--- src/rtl/mem_pkg.sv ---
// Shared types and default layout for the stack-aware memory controller.
package mem_pkg;

    typedef enum logic [1:0] {
        OP_LOAD  = 2'b00,
        OP_STORE = 2'b01,
        OP_PUSH  = 2'b10,
        OP_POP   = 2'b11
    } op_t;

    typedef enum logic [2:0] {
        S_IDLE  = 3'd0,
        S_SP_RD = 3'd1,
        S_XFER  = 3'd2,
        S_SP_WR = 3'd3,
        S_FIN   = 3'd4
    } state_t;

    localparam int SP_ADDR_DEF     = 128;
    localparam int STACK_BASE_DEF  = 129;
    localparam int STACK_DEPTH_DEF = 126;
    localparam int SPACE_ADDR      = 255;

endpackage

--- src/rtl/mem_stack_ctrl.sv ---
// LOAD/STORE/PUSH/POP controller driving the data memory; optional STACK_GUARD_EN blocks core access to the stack region.
// Latency: Done at k+2 for LOAD/STORE and stack errors, k+4 for PUSH/POP, k+1 for guard rejects; Req is ignored while Busy.
module mem_stack_ctrl
    import mem_pkg::*;
#(
    parameter int W           = 8,
    parameter int A           = 8,
    parameter int SP_ADDR     = SP_ADDR_DEF,
    parameter int STACK_BASE  = STACK_BASE_DEF,
    parameter int STACK_DEPTH = STACK_DEPTH_DEF
) (
    input  logic         Clk,
    input  logic         Reset,
    input  logic         Req,
    input  logic [1:0]   Op,
    input  logic [A-1:0] Addr,
    input  logic [W-1:0] WrData,
    output logic         Busy,
    output logic         Done,
    output logic         Err,
    output logic [W-1:0] RdData,
    output logic [A-1:0] MemAddr,
    output logic         MemWrEn,
    output logic [W-1:0] MemWrData,
    input  logic [W-1:0] MemRdData
);

    state_t       state_q;
    op_t          op_q;
    logic [A-1:0] addr_q;
    logic [W-1:0] wdat_q;
    logic [W-1:0] sp_q;

`ifdef STACK_GUARD_EN
    localparam logic [A-1:0] GUARD_LO = A'(SP_ADDR);
    localparam logic [A-1:0] GUARD_HI = A'(STACK_BASE + STACK_DEPTH - 1);
    logic guard_hit;
    assign guard_hit = (Addr >= GUARD_LO) && (Addr <= GUARD_HI);
`endif

    always_ff @(posedge Clk or negedge Reset) begin
        if (!Reset) begin
            state_q <= S_IDLE;
            op_q    <= OP_LOAD;
            addr_q  <= '0;
            wdat_q  <= '0;
            sp_q    <= '0;
            RdData  <= '0;
            Err     <= 1'b0;
            Done    <= 1'b0;
            Busy    <= 1'b0;
        end else begin
            case (state_q)
                S_IDLE: begin
                    if (Req) begin
                        op_q   <= op_t'(Op);
                        addr_q <= Addr;
                        wdat_q <= WrData;
                        Err    <= 1'b0;
                        Busy   <= 1'b1;
                        if (Op[1]) begin
                            state_q <= S_SP_RD;
                        end else begin
`ifdef STACK_GUARD_EN
                            if (guard_hit) begin
                                state_q <= S_FIN;
                                Err     <= 1'b1;
                                Done    <= 1'b1;
                            end else begin
                                state_q <= S_XFER;
                            end
`else
                            state_q <= S_XFER;
`endif
                        end
                    end
                end
                S_SP_RD: begin
                    sp_q <= MemRdData;
                    // Pointers beyond the depth count as full, so a corrupt SP never writes past the stack.
                    if ((op_q == OP_PUSH && MemRdData >= W'(STACK_DEPTH)) ||
                        (op_q == OP_POP  && MemRdData == '0)) begin
                        state_q <= S_FIN;
                        Err     <= 1'b1;
                        Done    <= 1'b1;
                    end else begin
                        state_q <= S_XFER;
                    end
                end
                S_XFER: begin
                    if (op_q == OP_LOAD || op_q == OP_POP)
                        RdData <= MemRdData;
                    if (op_q == OP_PUSH || op_q == OP_POP) begin
                        state_q <= S_SP_WR;
                    end else begin
                        state_q <= S_FIN;
                        Done    <= 1'b1;
                    end
                end
                S_SP_WR: begin
                    state_q <= S_FIN;
                    Done    <= 1'b1;
                end
                S_FIN: begin
                    state_q <= S_IDLE;
                    Done    <= 1'b0;
                    Busy    <= 1'b0;
                end
                default: begin
                    state_q <= S_IDLE;
                    Done    <= 1'b0;
                    Busy    <= 1'b0;
                end
            endcase
        end
    end

    // Memory port is decoded from the registered state; IDLE passes Addr through so the core can peek.
    always_comb begin
        MemAddr   = '0;
        MemWrEn   = 1'b0;
        MemWrData = '0;
        if (Reset) begin
            case (state_q)
                S_IDLE:  MemAddr = Addr;
                S_SP_RD: MemAddr = A'(SP_ADDR);
                S_XFER: begin
                    case (op_q)
                        OP_PUSH: begin
                            MemAddr   = A'(STACK_BASE) + A'(sp_q);
                            MemWrEn   = 1'b1;
                            MemWrData = wdat_q;
                        end
                        OP_POP:  MemAddr = A'(STACK_BASE) + A'(sp_q) - A'(1);
                        OP_STORE: begin
                            MemAddr   = addr_q;
                            MemWrEn   = 1'b1;
                            MemWrData = wdat_q;
                        end
                        default: MemAddr = addr_q;
                    endcase
                end
                S_SP_WR: begin
                    MemAddr   = A'(SP_ADDR);
                    MemWrEn   = 1'b1;
                    MemWrData = (op_q == OP_PUSH) ? sp_q + W'(1) : sp_q - W'(1);
                end
                default: MemAddr = '0;
            endcase
        end
    end

endmodule

--- config.mk ---
export PLATFORM = sky130hd
export DESIGN_NAME = mem_stack_ctrl
export DESIGN_NICKNAME = d
export VERILOG_FILES = /design/src/rtl/mem_pkg.sv /design/src/rtl/mem_stack_ctrl.sv
export SDC_FILE = /design/constraint.sdc
export NUM_CORES = 1
export LEC_CHECK = 0
export ABC_AREA = 1
export CAP_MARGIN = 20
export CORE_MARGIN = 10
export CORE_UTILIZATION = 55
export DETAILED_ROUTE_END_ITERATION = 10
export GPL_ROUTABILITY_DRIVEN = 0
export GPL_TIMING_DRIVEN = 0
export HOLD_SLACK_MARGIN = 0.1
export PLACE_DENSITY = 0.86
export SETUP_SLACK_MARGIN = 0.2
export SYNTH_ARGS = -nofsm -noshare
export SYNTH_HDL_FRONTEND = slang
export SYNTH_SLANG_ARGS = --single-unit
--- constraint.sdc ---
create_clock -name Clk -period 7.9 [get_ports Clk]
set_input_delay 1.58 -clock Clk [delete_from_list [all_inputs] [get_ports Clk]]
set_output_delay 1.58 -clock Clk [all_outputs]
set_load 0.02 [all_outputs]
==> results of run 1 <==
[logic make-up (layout without fill, tap and decap cells)]
logic type	Yosys count	in the layout	share of synthesized area [%]
buffers and inverters	49	114	7.625
muxes	20	20	8.742
adders and majority gates	11	11	5.634
and+or+nand+nor	150	150	25.89
DFF	40	40	38.85
xor gates and xnor gates	1	1	0.3400
AOI/OAI and AO/OA	60	60	12.92
[per-stage QoR]
| step | util [%] | power, mW |
|---|---|---|
| after detailed placement | 72.38 | 1.185 |
| after global placement | 72.04 | 1.150 |
| after global routing | 74.80 | 1.474 |
| after CTS | 74.80 | 1.357 |
| after floorplan | - | 0.9266 |
| final | 74.80 | 1.353 |
[layout by cell type (no fill, tap or decap), types with 2 or more instances in the layout]
master           Yosys  routed
nand2_1             81      81
clkdlybuf4s50_1      0      55
dfrtp_1             40      40
inv_1               35      35
o21ai_0             27      27
nor2_1              23      23
nand3_1             22      22
a21oi_1             22      22
mux2_2              16      16
ha_1                10      10
clkbuf_1             4       5
buf_2                4       5
nand4_1              5       5
clkbuf_8             0       5
nand2_2              4       4
nor2_2               4       4
a22oi_1              4       4
mux2_1               4       4
inv_2                3       3
buf_4                2       2
nor2_4               2       2
nand3b_1             2       2
a21oi_2              2       2
o211ai_1             2       2
or2_2                2       2
nor3_1               2       2
nor4_1               2       2
[where the power goes]
part	internal (mW)	leakage [nW]	switching (mW)
sequential	0.305	0.479	0.0747
combinational	0.337	0.972	0.471
clock	0.0938	0.0552	0.0725
[sequential cells by signal, summed over array words and instances (netlist names)]
register	count
Done	1
wdat_q	8
Err	1
state_q	3
addr_q	8
op_q	2
RdData	8
Busy	1
sp_q	8
[per-layer routing]
layer	global-route usage (%)	part of all wire, %
met5	0	0
met3	4.412	5.6
met4	7.783	3.0
met1	22.04	41
met2	31.95	50
[worst paths after layout]
check	slack, ns	end	start	cells past startpoint
worst max-delay path	2.69	MemAddr[6]	Reset	6
worst max register to register	6.04	Done	op_q[0]	8
worst min register to register	0.49	addr_q[7]	addr_q[7]	2
max in group asynchronous	6.21	wdat_q[3]	Reset	2
worst min-delay path	0.49	addr_q[7]	addr_q[7]	2
min in group asynchronous	1.21	RdData[1]	Reset	1
[worst min-delay path: cells and delay by family (launching register included)]
kind	cells	cell delay, ns
compound gates	1	0.06
flops	1	0.35
simple gates	1	0.05
[cell type report]
type | instances | area (sq um) | area share, %
inverters | 39 | 146.4 | 4.403
clock buffers | 6 | 72.57 | 2.183
well taps | 52 | 65.06 | 1.957
flip-flops and latches | 40 | 1001 | 30.11
repair buffers | 57 | 575.6 | 17.31
multi-input cells | 242 | 1379 | 41.48
plain buffers | 10 | 50.05 | 1.505
clock inverters | 2 | 35.03 | 1.054
==> results_dict.tcl, run 1 <==
set metrics [dict create \
    grt_max_degree 26 \
    row_count 24 \
    wl_per_cell_um 15.35 \
    cts-root-buf "clkbuf_8" \
    nFillCells 361 \
    synthTopCellsByCount "nand2_1, dfrtp_1, inv_1, o21ai_0, nor2_1" \
    drive_gt1_share_pct 12.37 \
    slew_viol_final 0 \
    cts.sinks 40 \
    critPathBufInv 5 \
    cp.required_ns 6.32 \
    yosys_warnings 0 \
    crit_fanout 25 \
    worstSetupPathType "input pin to primary output" \
    coreArea_sq_um 4444 \
    cts_hold_buf 0 \
    dieHeight_um 88.44 \
    numCtsBuffers 5 \
    antenna_found_initial 0 \
    ys_seq_area_share_pct 38.85 \
    syn_inst 331 \
    ys.flop_type "dfrtp_1" \
    synth_nets 371 \
    post_cts_resized 0 \
    initial_core_util_pct 57.97 \
    slowest_delay_ns 0.63 \
    fin_crit_sh_pct 65.89 \
    cts_tree "yes" \
    postRouteAntennaNets 0 \
    cpLargestDelayFamily "buffers and inverters" \
    cp_cell_sequence "buf_2, buf_12, clkinv_1, clkbuf_1, a21oi_1, clkdlybuf4s50_1" \
    post_cts_buffers 0 \
    max-clock-path-buffers 2 \
    grt_pass1_wl_um 11840 \
    hpwlAfterDp_um 5485 \
    cp-end-kind "primary output" \
    hold_slack_ns 0.4917 \
    grt_usage_pct 18.70 \
    fin_cells 448 \
    fin_crit_ns 5.206 \
    power_leakage_nw 1.506 \
    dp.cells 440 \
    setup_ws_ns 2.694 \
    area_growth_pct 29.04 \
    die_w_um 88.44 \
    finalClockSkew_ns 0.005374 \
    pre_cts_slack_ns 2.675 \
    hold_path.class "flop to flop" \
    peakVddDrop_mv 0.2183 \
    drc 0 \
    rsz0062_at_grt "false" \
    drt-pass1-iter-count 4 \
    wl_um 6878 \
    synthArstFlopShare_pct 100.0 \
    ys_types 32 \
    max_slew_margin_pct 67.14 \
    slowest_stage "clkdlybuf4s50_1" \
    fmaxAchievable_mhz 192.1 \
    synth_area_sq_um 2576 \
    hold_viol 0 \
    status "finished, final reports clean" \
    placed_area_sq_um 3217 \
    gr-total-overflow 0 \
    synthTopCellsByArea "dfrtp_1, nand2_1, mux2_2, o21ai_0, inv_1" \
    io_pins 57 \
    synth_most_common_cell "nand2_1" \
    vias 2506 \
    numPortBuffers 56 \
    tightest_slew_ns 0.4929 \
    synth_top_cell_by_area "dfrtp_1" \
    routed_via_density 5.594 \
    clk_latency_ns 0.29 \
    cp_data_arrival_time_ns 3.63 \
    die_area_sq_um 7822 \
    cp-start-kind "input pin" \
    htree_levels 2 \
    drv_cap 0 \
    finalNetCount 435 \
    synth.top_cell.area_share_pct 38.85 \
    synth-edff-count 0 \
    setup_viol 0 \
    ys_seq_elements 40 \
    avgSynthCellArea_sq_um 7.783 \
    fin_area_sq_um 3324 \
    diodes 0 \
    clk_pin_slew_ns 0.08 \
    powerDensity_nw_per_um2 407.1 \
    grt_pass1_vias 2563 \
    first_iter_violations 228 \
    setup-tns-final_ns 0 \
]
No activity file was read; power rests on OpenSTA's default activity.
==> inputs of run 2 (changes only) <==
- CORE_UTILIZATION: 55 -> 46
- PLACE_DENSITY: 0.86 -> 0.77
- clock period: 7.9 -> 4.7 ns (I/O delays scaled with it)
==> run 2 against run 1 <==
Clock-buffer cell count grew 1. Sequential share of layout area is 0.68 points lower. Power increased by 70%. Global-route usage decreased by 3.4 points. Clock power grew 86%. Design area is 2.3% higher. Critical path type is now flop to primary output. Largest cell class unchanged.
==> results_dict.tcl, run 2 (synthesis results as in run 1) <==
set metrics [dict create \
    gr-total-overflow 0 \
    powerDensity_nw_per_um2 678.5 \
    crit_fanout 9 \
    cp.required_ns 3.76 \
    wl_um 6674 \
    cts_tree "yes" \
    hold_path.class "flop to flop" \
    tightest_slew_ns 0.4761 \
    dieHeight_um 94.84 \
    cts.sinks 40 \
    critPathBufInv 6 \
    power.internal_mw 1.278 \
    drive_gt1_share_pct 13.78 \
    crit_cells 14 \
    htree_levels 2 \
    io_pins 57 \
    pwr-share-seq_pct 27.7 \
    dr_wl_met2_um 3436 \
    setup_viol 0 \
    startpoint "op_q[0]" \
    antenna_found_initial 0 \
    highest_layer "met4" \
    postRouteAntennaNets 0 \
    coreArea_sq_um 5473 \
    final_util_pct 62.14 \
    row_count 27 \
    clockPowerShare_pct 13.4 \
    fin_crit_sh_pct 90.29 \
    r2r_start "op_q[0]" \
    power_frac_comb_pct 58.9 \
    drt-met1-wl_um 2805 \
    fmaxAchievable_mhz 235.7 \
    slew_viol_final 0 \
    rrSetupSlack_ns 2.94 \
    finalClockSkew_ns 0.006765 \
    clk_pin_slew_ns 0.08 \
    drv_cap 0 \
    hold_viol 0 \
    cp-end-kind "primary output" \
    vias 2414 \
    diodes 0 \
    p_sw_mw 1.029 \
    rsz0062_at_grt "false" \
    first_iter_violations 157 \
    status "finished, final reports clean" \
    drc 0 \
    numPortBuffers 56 \
    power_leakage_nw 1.549 \
    nFillCells 501 \
    drt-pass1-iter-count 4 \
    hpwlAfterDp_um 5196 \
    numCtsBuffers 5 \
    regToRegEndpoint "Done" \
    clk_latency_ns 0.30 \
    final_common_cell "nand2_1" \
    slowest_delay_ns 0.63 \
    worstSetupPathType "flop to primary output" \
    layout_common_cells "nand2_1, clkdlybuf4s50_1, dfrtp_1" \
    ff2ff_path_depth 8 \
    routed_via_density 5.125 \
    cp-start-kind "flop" \
    wl_per_cell_um 14.17 \
    die_w_um 94.84 \
    swShare_pct 44.61 \
    holdPathStages 2 \
    cts-root-buf "clkbuf_8" \
    grt_pass1_vias 2445 \
    endpoint "MemWrData[7]" \
    max_slew_margin_pct 68.26 \
    die_area_sq_um 8994 \
    met3_length_um 324 \
    cp_data_arrival_time_ns 3.30 \
    grt_pass1_wl_um 11180 \
    grt_usage_pct 15.27 \
    area_growth_pct 32.01 \
    initial_core_util_pct 47.07 \
    setup-tns-final_ns 0 \
    max-clock-path-buffers 2 \
    slowest_stage "clkdlybuf4s50_1" \
    finalNetCount 438 \
    peakVddDrop_mv 0.3019 \
    fin_crit_ns 4.243 \
    cp_cell_sequence "inv_1, ha_1, clkbuf_4, clkinvlp_4, buf_4, ha_1, inv_1, o21ai_0, nand3_1, nand3_1, a21oi_1, o21ai_0, a21oi_1, clkdlybuf4s50_1" \
    power_mw 2.307 \
    grt_max_degree 42 \
    cpLargestDelayFamily "buffers and inverters" \
]
-- run 2: worst reg2reg max path: cells and delay by family (launching register included) --
family	cells	cell delay [ns]
simple gates	4	0.74
flops	1	0.35
compound gates	1	0.09
buf+inv	2	0.27
fa+ha+maj	1	0.24
-- run 2: through the flow --
stage | cells | setup slack, ns | area (sq um) | hold WS (ns)
2_1_floorplan | 331 | 1.304 | 2576 | 0.4534
3_3_place_gp | 459 | -0.9719 | 3227 | 0.4695
3_5_place_dp | 460 | 0.4714 | 3242 | 0.4732
4_1_cts | 468 | 0.3607 | 3369 | 0.4929
5_1_grt | 471 | 0.2029 | 3401 | 0.5062
6_report | 471 | 0.4565 | 3401 | 0.4925
-- run 2: power groups by stage --
stage               registers (mW)  logic, mW  clock network, mW
detailed placement           0.644       1.34                  0
CTS                          0.638       1.35              0.315
global placement             0.635       1.31                  0
floorplan                    0.667      0.891                  0
global route                 0.666       1.53              0.331
finish                       0.638       1.36              0.309
-- run 2: repair_timing --
item,CTS,global route
pin swaps,0,0
gates resized for setup,1,4
setup buffers,0,3
endpoints found under the setup margin,2,3
hold buffers,0,0
-- run 2: area by class of cell --
class	instances	area [sq um]	share of cell area [%]
buffer	10	53.80	1.582
clock buffer	7	96.34	2.833
clock inverter	1	30.03	0.8830
inverter	39	150.1	4.415
multi-input combinational	242	1379	40.54
sequential	40	1001	29.43
tap	72	90.09	2.649
timing repair buffer	60	600.6	17.66
-- run 2: worst min path at each step --
| stage | startpoint | end | slack, ns |
|---|---|---|---|
| final | RdData[1] | RdData[1] | 0.49 |
| after global routing | RdData[1] | RdData[1] | 0.51 |
| after CTS | addr_q[7] | addr_q[7] | 0.49 |
| after detailed placement | addr_q[7] | addr_q[7] | 0.47 |
| after global placement | RdData[7] | RdData[7] | 0.47 |
| after floorplan | addr_q[7] | addr_q[7] | 0.45 |
-- run 2: routing by layer --
metal,track usage (%),up-vias
li1,-,1227
met1,17.54,1121
met2,27.23,56
met3,3.489,10
met4,5.112,0
met5,0,-
==> inputs of run 3 (changes only) <==
- ABC_CLOCK_PERIOD_IN_PS: unset -> 4700
- CORE_ASPECT_RATIO: unset -> 1.1
- REMOVE_ABC_BUFFERS: unset -> 1
==> run 3 against run 2 <==
Via count down 2.8%. Global-route usage down 0.35 points. Sequential share of layout area increased by 0.79 points. Critical path depth shrank 1. Final cell count shrank 2.1%. Utilization decreased by 0.75 points. Register-to-register slack worse by 0.38 ns. Clock skew grew 0.00054 ns. Hold slack better by 0.00054 ns. Clock power fell by 7.4%. Clock-buffer cell count down 2. First-iteration DRC count decreased by 25%. Critical path type unchanged. Largest cell class unchanged. Highest routed layer unchanged.
==> results_dict.tcl, run 3 (synthesis results as in run 1) <==
set metrics [dict create \
    fin_crit_ns 4.270 \
    tightest_slew_ns 0.9341 \
    numPortBuffers 56 \
    clk_pin_slew_ns 0.08 \
    area_growth_pct 28.56 \
    clk_latency_ns 0.30 \
    cts.sinks 40 \
    initial_core_util_pct 47.75 \
    cp_data_arrival_time_ns 3.33 \
    hold_viol 0 \
    postRouteAntennaNets 0 \
    worstSetupPathType "flop to primary output" \
    antenna_found_initial 0 \
    slew_viol_final 0 \
    vias 2347 \
    dieHeight_um 98.49 \
    routed_via_density 5.091 \
    fin_crit_sh_pct 90.85 \
    swShare_pct 45.39 \
    p_sw_mw 1.010 \
    setup_ws_ns 0.4301 \
    drv_cap 0 \
    finalClockSkew_ns 0.007301 \
    status "finished, final reports clean" \
    grt_pass1_vias 2338 \
    grt_usage_pct 14.92 \
    first_iter_violations 118 \
    rrSetupSlack_ns 2.56 \
    peakVddDrop_mv 0.3855 \
    hold_end "RdData[2]" \
    cts_tree "yes" \
    die_area_sq_um 8998 \
    hold_start "RdData[2]" \
    cts-root-buf "clkbuf_8" \
    max_slew_margin_pct 37.50 \
    dr_wl_met2_um 3222 \
    drt-pass1-iter-count 4 \
    holdPathStages 1 \
    met3_length_um 318 \
    pre_cts_slack_ns 0.5783 \
    power_frac_comb_pct 57.8 \
    rsz0062_at_grt "false" \
    cp-start-kind "flop" \
    power_leakage_nw 1.494 \
    drt-met1-wl_um 2992 \
    io_pins 57 \
    cp.required_ns 3.76 \
    gr-total-overflow 0 \
    highest_layer "met4" \
    hold_path.class "flop to flop" \
    post_cts_buffers 0 \
    drive_gt1_share_pct 11.66 \
    finalNetCount 425 \
    diodes 0 \
    power.internal_mw 1.215 \
    wl_um 6613 \
    drc 0 \
    r2r_start "state_q[0]" \
    hpwlAfterDp_um 5062 \
    wl_per_cell_um 14.34 \
    regToRegEndpoint "addr_q[1]" \
    grt_max_degree 26 \
    powerDensity_nw_per_um2 671.6 \
    fmaxAchievable_mhz 234.2 \
    max-clock-path-buffers 2 \
    hold_slack_ns 0.4930 \
    htree_levels 2 \
    coreArea_sq_um 5395 \
    layout_common_cells "nand2_1, clkdlybuf4s50_1, dfrtp_1" \
    setup_viol 0 \
    cp-end-kind "primary output" \
    die_w_um 91.36 \
    clockPowerShare_pct 12.8 \
    final_common_cell "nand2_1" \
    ff2ff_path_depth 5 \
    pwr-share-seq_pct 29.4 \
    row_count 28 \
    grt_pass1_wl_um 11230 \
    crit_fanout 10 \
    numCtsBuffers 5 \
]
[run 3: cell count changes in the layout (fill, tap and decap cells not counted), sizes merged]
cell | before | now
clkbuf | 11 | 5
clkinv | 1 | 2
buf | 11 | 2
inv | 37 | 38
[run 3: area by class of cell]
type / instances / area, sq um
repair buffers: 57 / 578.1
well taps: 75 / 93.84
multi-input cells: 242 / 1381
clock inverters: 3 / 42.54
flip-flops and latches: 40 / 1001
fillers: 508 / 2083
clock buffers: 5 / 68.82
inverters: 39 / 146.4
[run 3: what timing repair did]
action                                  4_1_cts  5_1_grt
hold buffers                                  0        0
endpoints found under the setup margin        0        3
resized for setup                             0        2
[run 3: stage by stage]
step | total power [mW] | instances | utilization (%) | TNS, ns | cell area [sq um]
floorplan | 1.532 | 321 | - | 0 | 2526
global placement | 1.914 | 452 | 58.95 | -19.40 | 3181
detailed placement | 1.942 | 453 | 59.23 | 0 | 3196
CTS | 2.236 | 461 | 61.29 | 0 | 3307
global route | 2.435 | 461 | 61.39 | 0 | 3312
finish | 2.224 | 461 | 61.39 | 0 | 3312
[run 3: power groups by stage]
| stage | combinational [mW] | sequential (mW) | clock [mW] |
|---|---|---|---|
| floorplan | 0.851 | 0.681 | 0 |
| global placement | 1.26 | 0.650 | 0 |
| detailed placement | 1.28 | 0.658 | 0 |
| CTS | 1.29 | 0.652 | 0.290 |
| global route | 1.45 | 0.678 | 0.304 |
| finish | 1.29 | 0.653 | 0.286 |
[run 3: worst max-delay path, stage by stage (launching register included)]
cell,delay [ns]
dfrtp_1,0.39
inv_1,0.10
ha_2,0.34
inv_1,0.22
ha_1,0.40
a21oi_1,0.21
nand2_1,0.07
nand2_1,0.08
nand2_1,0.06
a21o_1,0.16
a21oi_1,0.11
o21ai_0,0.11
a21oi_1,0.14
clkdlybuf4s50_1,0.64
[run 3: worst max path at each step]
stage                     depth (start not counted)           end  startpoint  slack (ns)
after global placement                            4    MemAddr[7]       Reset       -1.18
after detailed placement                         13  MemWrData[6]     op_q[0]        0.58
after floorplan                                  12  MemWrData[6]     op_q[0]        1.42
after global routing                             13  MemWrData[6]     op_q[0]        0.24
after CTS                                        13  MemWrData[6]     op_q[0]        0.24
final                                            13  MemWrData[6]     op_q[0]        0.43
[run 3: routing by layer]
metal | up-vias | global-route usage, %
met5 | - | 0
met4 | 0 | 3.739
met3 | 9 | 3.945
met2 | 46 | 25.19
met1 | 1084 | 18.45
li1 | 1208 | -
